**src/rtl/ann_pkg.sv**
```systemverilog
// Shared definitions for the ANN sequencing controller: FSM state encoding,
// default layer dimensions, index widths and layer-select constants.
package ann_pkg;

    localparam int unsigned N_IN_DEF      = 30;
    localparam int unsigned N_HID_DEF     = 5;
    localparam int unsigned N_OUT_DEF     = 3;
    localparam int unsigned MAX_EPOCH_DEF = 255;

    localparam int unsigned NEU_W   = 3;
    localparam int unsigned IDX_W   = 5;
    localparam int unsigned EPOCH_W = 8;

    localparam logic SEL_HID = 1'b0;
    localparam logic SEL_OUT = 1'b1;

    typedef enum logic [3:0] {
        S_IDLE  = 4'd0,
        S_H_CLR = 4'd1,
        S_H_MAC = 4'd2,
        S_H_ACT = 4'd3,
        S_O_CLR = 4'd4,
        S_O_MAC = 4'd5,
        S_O_ACT = 4'd6,
        S_ERR   = 4'd7,
        S_UPD   = 4'd8,
        S_DONE  = 4'd9
    } state_t;

endpackage

```
**src/rtl/ann_idx_counter.sv**
```systemverilog
// Nested neuron/input index counter. The input index wraps at its limit; the
// neuron index advances on an explicit request or, when nesting is enabled,
// on the input-index wrap. Flags report when each index sits at its limit.
module ann_idx_counter
    import ann_pkg::*;
#(
    parameter int unsigned NW = NEU_W,
    parameter int unsigned IW = IDX_W
) (
    input  logic          i_clk,
    input  logic          i_rst_n,
    input  logic          i_clr,
    input  logic          i_in_en,
    input  logic          i_neu_en,
    input  logic          i_nest,
    input  logic [NW-1:0] i_neu_last,
    input  logic [IW-1:0] i_in_last,
    output logic [NW-1:0] o_neu,
    output logic [IW-1:0] o_in,
    output logic          o_in_last,
    output logic          o_neu_last,
    output logic          o_all_last
);

    logic [NW-1:0] r_neu;
    logic [IW-1:0] r_in;
    logic          w_neu_step;

    assign o_in_last  = (r_in == i_in_last);
    assign o_neu_last = (r_neu == i_neu_last);
    assign o_all_last = o_in_last & o_neu_last;
    assign w_neu_step = i_neu_en | (i_nest & i_in_en & o_in_last);
    assign o_neu      = r_neu;
    assign o_in       = r_in;

    // Index registers: cleared by reset or request, otherwise step and wrap.
    always_ff @(posedge i_clk) begin
        if (!i_rst_n || i_clr) begin
            r_neu <= '0;
            r_in  <= '0;
        end else begin
            if (i_in_en) begin
                r_in <= o_in_last ? '0 : r_in + IW'(1);
            end
            if (w_neu_step) begin
                r_neu <= o_neu_last ? '0 : r_neu + NW'(1);
            end
        end
    end

endmodule

```
**src/rtl/ann_train_scheduler.sv**
```systemverilog
// Sequencing controller for the drowsiness-detector ANN datapath. Steps one
// shared MAC/activation unit through the hidden then output layer, samples
// the error verdict, and in training mode loops a weight-update sweep per
// epoch. Optional macro ANN_BIAS_CYCLE_EN adds one bias MAC/update slot per
// neuron (sel_input = fan-in).
module ann_train_scheduler
    import ann_pkg::*;
#(
    parameter int unsigned N_IN      = N_IN_DEF,
    parameter int unsigned N_HID     = N_HID_DEF,
    parameter int unsigned N_OUT     = N_OUT_DEF,
    parameter int unsigned MAX_EPOCH = MAX_EPOCH_DEF
) (
    input  logic               Clock,
    input  logic               Rst,
    input  logic               Start,
    input  logic               training,
    input  logic               err_ok,
    output logic               mac_clr,
    output logic               mac_en,
    output logic               act_latch,
    output logic               wupd_en,
    output logic               sel_layer,
    output logic [NEU_W-1:0]   sel_neuron,
    output logic [IDX_W-1:0]   sel_input,
    output logic [EPOCH_W-1:0] epoch_cnt,
    output logic [3:0]         state,
    output logic               busy,
    output logic               done
);

`ifdef ANN_BIAS_CYCLE_EN
    localparam int unsigned N_BIAS = 1;
`else
    localparam int unsigned N_BIAS = 0;
`endif

    state_t             r_state;
    state_t             w_nxt;
    logic               r_mode;
    logic               r_layer;
    logic [EPOCH_W-1:0] r_epoch;

    logic               w_cnt_clr;
    logic               w_in_en;
    logic               w_neu_en;
    logic               w_nest;
    logic               w_in_at_last;
    logic               w_neu_at_last;
    logic               w_all_last;
    logic [NEU_W-1:0]   w_neu_lim;
    logic [IDX_W-1:0]   w_in_lim;

    // Index limits follow the layer currently addressed; fan-in includes the bias slot when enabled.
    assign w_in_lim  = (r_layer == SEL_OUT) ? IDX_W'(N_HID - 1 + N_BIAS) : IDX_W'(N_IN - 1 + N_BIAS);
    assign w_neu_lim = (r_layer == SEL_OUT) ? NEU_W'(N_OUT - 1) : NEU_W'(N_HID - 1);

    // One counter serves both sweeps: forward steps neurons on activation,
    // update nests neurons under inputs.
    ann_idx_counter #(
        .NW (NEU_W),
        .IW (IDX_W)
    ) u_idx (
        .i_clk      (Clock),
        .i_rst_n    (Rst),
        .i_clr      (w_cnt_clr),
        .i_in_en    (w_in_en),
        .i_neu_en   (w_neu_en),
        .i_nest     (w_nest),
        .i_neu_last (w_neu_lim),
        .i_in_last  (w_in_lim),
        .o_neu      (sel_neuron),
        .o_in       (sel_input),
        .o_in_last  (w_in_at_last),
        .o_neu_last (w_neu_at_last),
        .o_all_last (w_all_last)
    );

    assign sel_layer = r_layer;
    assign epoch_cnt = r_epoch;
    assign state     = r_state;
    assign busy      = (r_state != S_IDLE) && (r_state != S_DONE);
    assign done      = (r_state == S_DONE);

    // State, run mode, layer select and epoch count registers.
    always_ff @(posedge Clock) begin
        if (!Rst) begin
            r_state <= S_IDLE;
            r_mode  <= 1'b0;
            r_layer <= SEL_HID;
            r_epoch <= '0;
        end else begin
            r_state <= w_nxt;
            case (r_state)
                S_IDLE: begin
                    r_mode  <= training;
                    r_layer <= SEL_HID;
                    r_epoch <= '0;
                end
                S_H_ACT: begin
                    if (w_neu_at_last) r_layer <= SEL_OUT;
                end
                // Update sweep runs output layer first, then hidden; the hidden wrap closes the epoch.
                S_UPD: begin
                    if (w_all_last) begin
                        if (r_layer == SEL_OUT) r_layer <= SEL_HID;
                        else                    r_epoch <= r_epoch + EPOCH_W'(1);
                    end
                end
                default: ;
            endcase
        end
    end

    // Next-state decode and per-state strobes / counter controls.
    always_comb begin
        w_nxt     = r_state;
        mac_clr   = 1'b0;
        mac_en    = 1'b0;
        act_latch = 1'b0;
        wupd_en   = 1'b0;
        w_cnt_clr = 1'b0;
        w_in_en   = 1'b0;
        w_neu_en  = 1'b0;
        w_nest    = 1'b0;
        case (r_state)
            S_IDLE: begin
                w_cnt_clr = 1'b1;
                if (Start) w_nxt = S_H_CLR;
            end
            S_H_CLR: begin
                mac_clr = 1'b1;
                w_nxt   = S_H_MAC;
            end
            S_H_MAC: begin
                mac_en  = 1'b1;
                w_in_en = 1'b1;
                if (w_in_at_last) w_nxt = S_H_ACT;
            end
            S_H_ACT: begin
                act_latch = 1'b1;
                w_neu_en  = 1'b1;
                w_nxt     = w_neu_at_last ? S_O_CLR : S_H_CLR;
            end
            S_O_CLR: begin
                mac_clr = 1'b1;
                w_nxt   = S_O_MAC;
            end
            S_O_MAC: begin
                mac_en  = 1'b1;
                w_in_en = 1'b1;
                if (w_in_at_last) w_nxt = S_O_ACT;
            end
            S_O_ACT: begin
                act_latch = 1'b1;
                w_neu_en  = 1'b1;
                w_nxt     = w_neu_at_last ? S_ERR : S_O_CLR;
            end
            S_ERR: begin
                if (!r_mode || err_ok || (r_epoch == EPOCH_W'(MAX_EPOCH))) w_nxt = S_DONE;
                else                                                      w_nxt = S_UPD;
            end
            S_UPD: begin
                wupd_en = 1'b1;
                w_in_en = 1'b1;
                w_nest  = 1'b1;
                if ((r_layer == SEL_HID) && w_all_last) w_nxt = S_H_CLR;
            end
            S_DONE: begin
                if (!Start) w_nxt = S_IDLE;
            end
            default: w_nxt = S_IDLE;
        endcase
    end

endmodule

```
**config.mk**
```make
export PLATFORM = sky130hd
export DESIGN_NAME = ann_train_scheduler
export DESIGN_NICKNAME = d
export VERILOG_FILES = /design/src/rtl/ann_pkg.sv /design/src/rtl/ann_idx_counter.sv /design/src/rtl/ann_train_scheduler.sv
export SDC_FILE = /design/constraint.sdc
export NUM_CORES = 1
export LEC_CHECK = 0
export CORE_ASPECT_RATIO = 0.5
export CORE_UTILIZATION = 44
export DETAILED_ROUTE_END_ITERATION = 12
export GPL_ROUTABILITY_DRIVEN = 0
export GPL_TIMING_DRIVEN = 1
export PLACE_DENSITY = 0.77
export SLEW_MARGIN = 20
export SYNTH_ARGS = -nofsm -noshare
export SYNTH_HDL_FRONTEND = slang
export SYNTH_SLANG_ARGS = --single-unit
export TNS_END_PERCENT = 20
```
**constraint.sdc**
```tcl
create_clock -name Clock -period 1.59 [get_ports Clock]
set_clock_uncertainty 0.05 [all_clocks]
set_input_delay 0.318 -clock Clock [delete_from_list [all_inputs] [get_ports Clock]]
set_output_delay 0.318 -clock Clock [all_outputs]
set_load 0.01 [all_outputs]
```
==> impl_results.md <==
- First-pass GRT wire length: approximately 6700 um
- DR vias/cell: roughly 6
- Failing checks: setup timing
- Fin nets: 239
- Final WS setup: -0.263 ns
- Area Overhead vs Synth: 74.7%
- Reg area: ~470 um2
- Final antenna-violating net count: 0
- Grt ovf: 0
- F_max: 0.540 GHz
- Clock buffer count from CTS: 3
- Placed cell area: 2070 um2
- Total power: 3.21 mW
- Share of the synthesized area in the top cell type: 32.4%
- Initial DRC count: 92
- Multi-input logic area: approximately 1100 um2
- Drt first pass iters: 4
- Syn_area_per_cell: about 8.4 um2
- Utilization after layout: between 80% and 90%
- Initial antenna violation count: 0
- CTS tree: yes
- Post-synth EDFFs: 0
- Max-cap violations: 0
- Largest delay share family, worst path: simple AND/OR/NAND/NOR gates
- Crit path DAT: around 1.9 ns
- Setup TNS Final: -1.85 ns
- Hold Crit Class: reg2reg
- Outcome: finished with violations
- Placed cells: 259
- Worst-Margin Slew: 0.447 ns
- Fillers: roughly 140
- CP bufs+invs: 1
- IO buf count: 31
- Critical path cell sequence: or4b_4 > buf_6 > nand3_4 > o211ai_1 > nand4_1 > o211ai_1
- Netlist Area Pre-Place: approximately 1400 um2
- VDD IR-drop max: 0.000906 V
- Critical Path RT: roughly 1.7 ns
- Slew Viols, Final: 0
- Worst Setup Start Kind: flip-flop
- Layout cell share with drive strength beyond 1: 45.7%
- Die height: 41.3 um
- Critical path's slowest cell: or4b_4
- Gr usage total: between 20% and 30%
- Post-synth cell types: 45
- Worst path max stage delay: approximately 0.54 ns
- CP Capture Type: flip-flop
- Register area share after synthesis: 32.4%
- Critical Path Most Common Cell: o211ai_1
- Period utilization: 117%
- CORE AREA: between 2000 and 3000 um2
- Die ar.: about 3300 um2
- IO Pins: 32
- Clk_lat worst skew: around 0.27 ns
- Largest net degree at the start of global routing: 15
- Final setup fails: 25
- Pwr per Cell Area: between 1000 and 1500 nW/um2
- Yosys reg bits: 22
- H-tree Lvls: 1
- Async set or reset register ratio after synthesis: 0%
- Crit Path Class: reg2reg
- DRC: 0
- Rows: 13
- Syn Nets: approximately 170
- N_diodes: 0
- Hold-fix buffers at CTS: 0
- Final WL: 5230 um
- Via count: around 1600
- Post-DP HPWL: approximately 2700 um
- Mapped Cells: 161
- Yosys top cell by area: dfxtp_1
- Clock root cell: clkbuf_8
- RSZ-0062 raised after global routing: yes
- Synth Warn #: 0
- Synth area leaders: dfxtp_1 (32%), nor2_1 (5.8%), xnor2_1 (5.8%), nand2_1 (3.9%), a2111oi_2 (3.3%)
- Post-layout min period: around 1.9 ns
- LEAKAGE: 1.09 nW
- Die W: ~81 um
- Wire per inst: ~20 um
- Final Hold Fails: 0
- Starting Density: 49.4%
- Relative slew slack: 70.1%
- Top_reg_cell synth: dfxtp_1
- Clk slew on worst S/H paths: approximately 0.090 ns
- Post-Layout Cell Count: between 200 and 300
- CTS Buffer Depth: 2
- Vias in the first global route: between 1000 and 1500
- Clock Sinks: 22
- Max FO, Critical Path: 5
- Post-route design area: 2370 um2
[area by class of cell]
class / count / share of cell area, %
Multi-Input combinational cell: 127 / 46.3
Timing Repair Buffer: 73 / 28.5
Sequential cell: 22 / 19.6
Tap cell: 37 / 1.95
Clock buffer: 3 / 1.74
Clock inverter: 1 / 1.27
Inverter: 4 / 0.633
[stage by stage]
step	hold slack, ns	setup WS [ns]
after floorplan	0.405	-0.0694
after global placement	0.428	-0.246
after detailed placement	0.438	-0.289
after CTS	0.441	-0.141
after global routing	0.486	-0.351
final	0.464	-0.263
[per-layer routing]
metal  share of wire (%)  track usage (%)  vias up
met3                 6.3             5.56       30
met2                  48             54.4       93
met1                  41             33.2      770
li1                    -                -      723
met5                   0                0        -
met4                 4.6             8.48        0
[state kept, by name, summed over array words and instances (netlist names)]
signal and count:
epoch_cnt 8, u_idx.o_in 5, state 4, u_idx.o_neu 3
r_mode 1, sel_layer 1
[synth_stat cells (3+ instances only)]
cell type,n
dfxtp_1,22
a21oi_1,3
nand2_1,14
o21ai_0,6
nand3_1,6
nand4_1,4
nor3_1,4
inv_1,4
a2111oi_2,3
xor2_1,3
buf_2,4
and2_1,4
clkbuf_1,3
xnor2_1,9
nor2b_1,5
o21ai_1,3
a21boi_0,3
a211oi_1,5
ha_1,3
nor2_1,21
[worst min-delay path, stage by stage, from the launching register on]
cell	delay, ns
dfxtp_1	0.32
o21ai_0	0.08
a21boi_1	0.07
[power breakdown]
group	internal, mW	switching, mW
registers	0.616	0.0707
logic	0.931	1.05
clock network	0.337	0.205
total	1.88	1.33
[final timing paths]
kind / from / end / slack, ns / cells after the start
min: r_mode / r_mode / 0.46 / 2
max: state[3] / state[0] / -0.26 / 6
max reg2reg: state[3] / state[0] / -0.26 / 6
min reg2reg: r_mode / r_mode / 0.46 / 2
[repair_timing]
action	in CTS	in global routing
gates resized for setup	77	31
pin swaps	20	8
buffers inserted	3	1
setup endpoints to repair	46	36
[layout by cell type, fill, tap and decap left out, types with 2 or more instances in the layout]
| master | instances |
|---|---|
| a2111oi_4 | 3 |
| a211oi_2 | 3 |
| a21boi_1 | 2 |
| a21oi_2 | 3 |
| a31oi_1 | 2 |
| and2_1 | 4 |
| and3_1 | 2 |
| and3b_1 | 2 |
| buf_12 | 3 |
| buf_2 | 5 |
| buf_4 | 32 |
| buf_6 | 7 |
| clkbuf_8 | 3 |
| clkdlybuf4s50_1 | 4 |
| dfxtp_1 | 8 |
| dfxtp_2 | 11 |
| dfxtp_4 | 3 |
| dlygate4sd2_1 | 12 |
| dlymetal6s2s_1 | 9 |
| ha_1 | 3 |
| inv_1 | 3 |
| mux2i_1 | 2 |
| nand2_1 | 12 |
| nand3_1 | 4 |
| nand4_1 | 4 |
| nor2_1 | 17 |
| nor2_2 | 3 |
| nor2b_1 | 2 |
| nor2b_4 | 2 |
| nor3_1 | 2 |
| nor3_2 | 2 |
| nor4b_4 | 2 |
| o211ai_1 | 2 |
| o21ai_0 | 3 |
| o21ai_1 | 3 |
| o21ai_4 | 3 |
| or4b_4 | 2 |
| xnor2_1 | 8 |
| xor2_1 | 3 |
[cell families after synthesis]
kind of cell	count (synthesis)	share of synthesized area, %
buf+inv	12	3.69
fa+ha+maj	3	2.77
simple gates	75	31.5
flops	22	32.4
mux	2	1.47
compound gates	35	20.4
xor+xnor	12	7.74
Power figures use the tool's default switching activity.
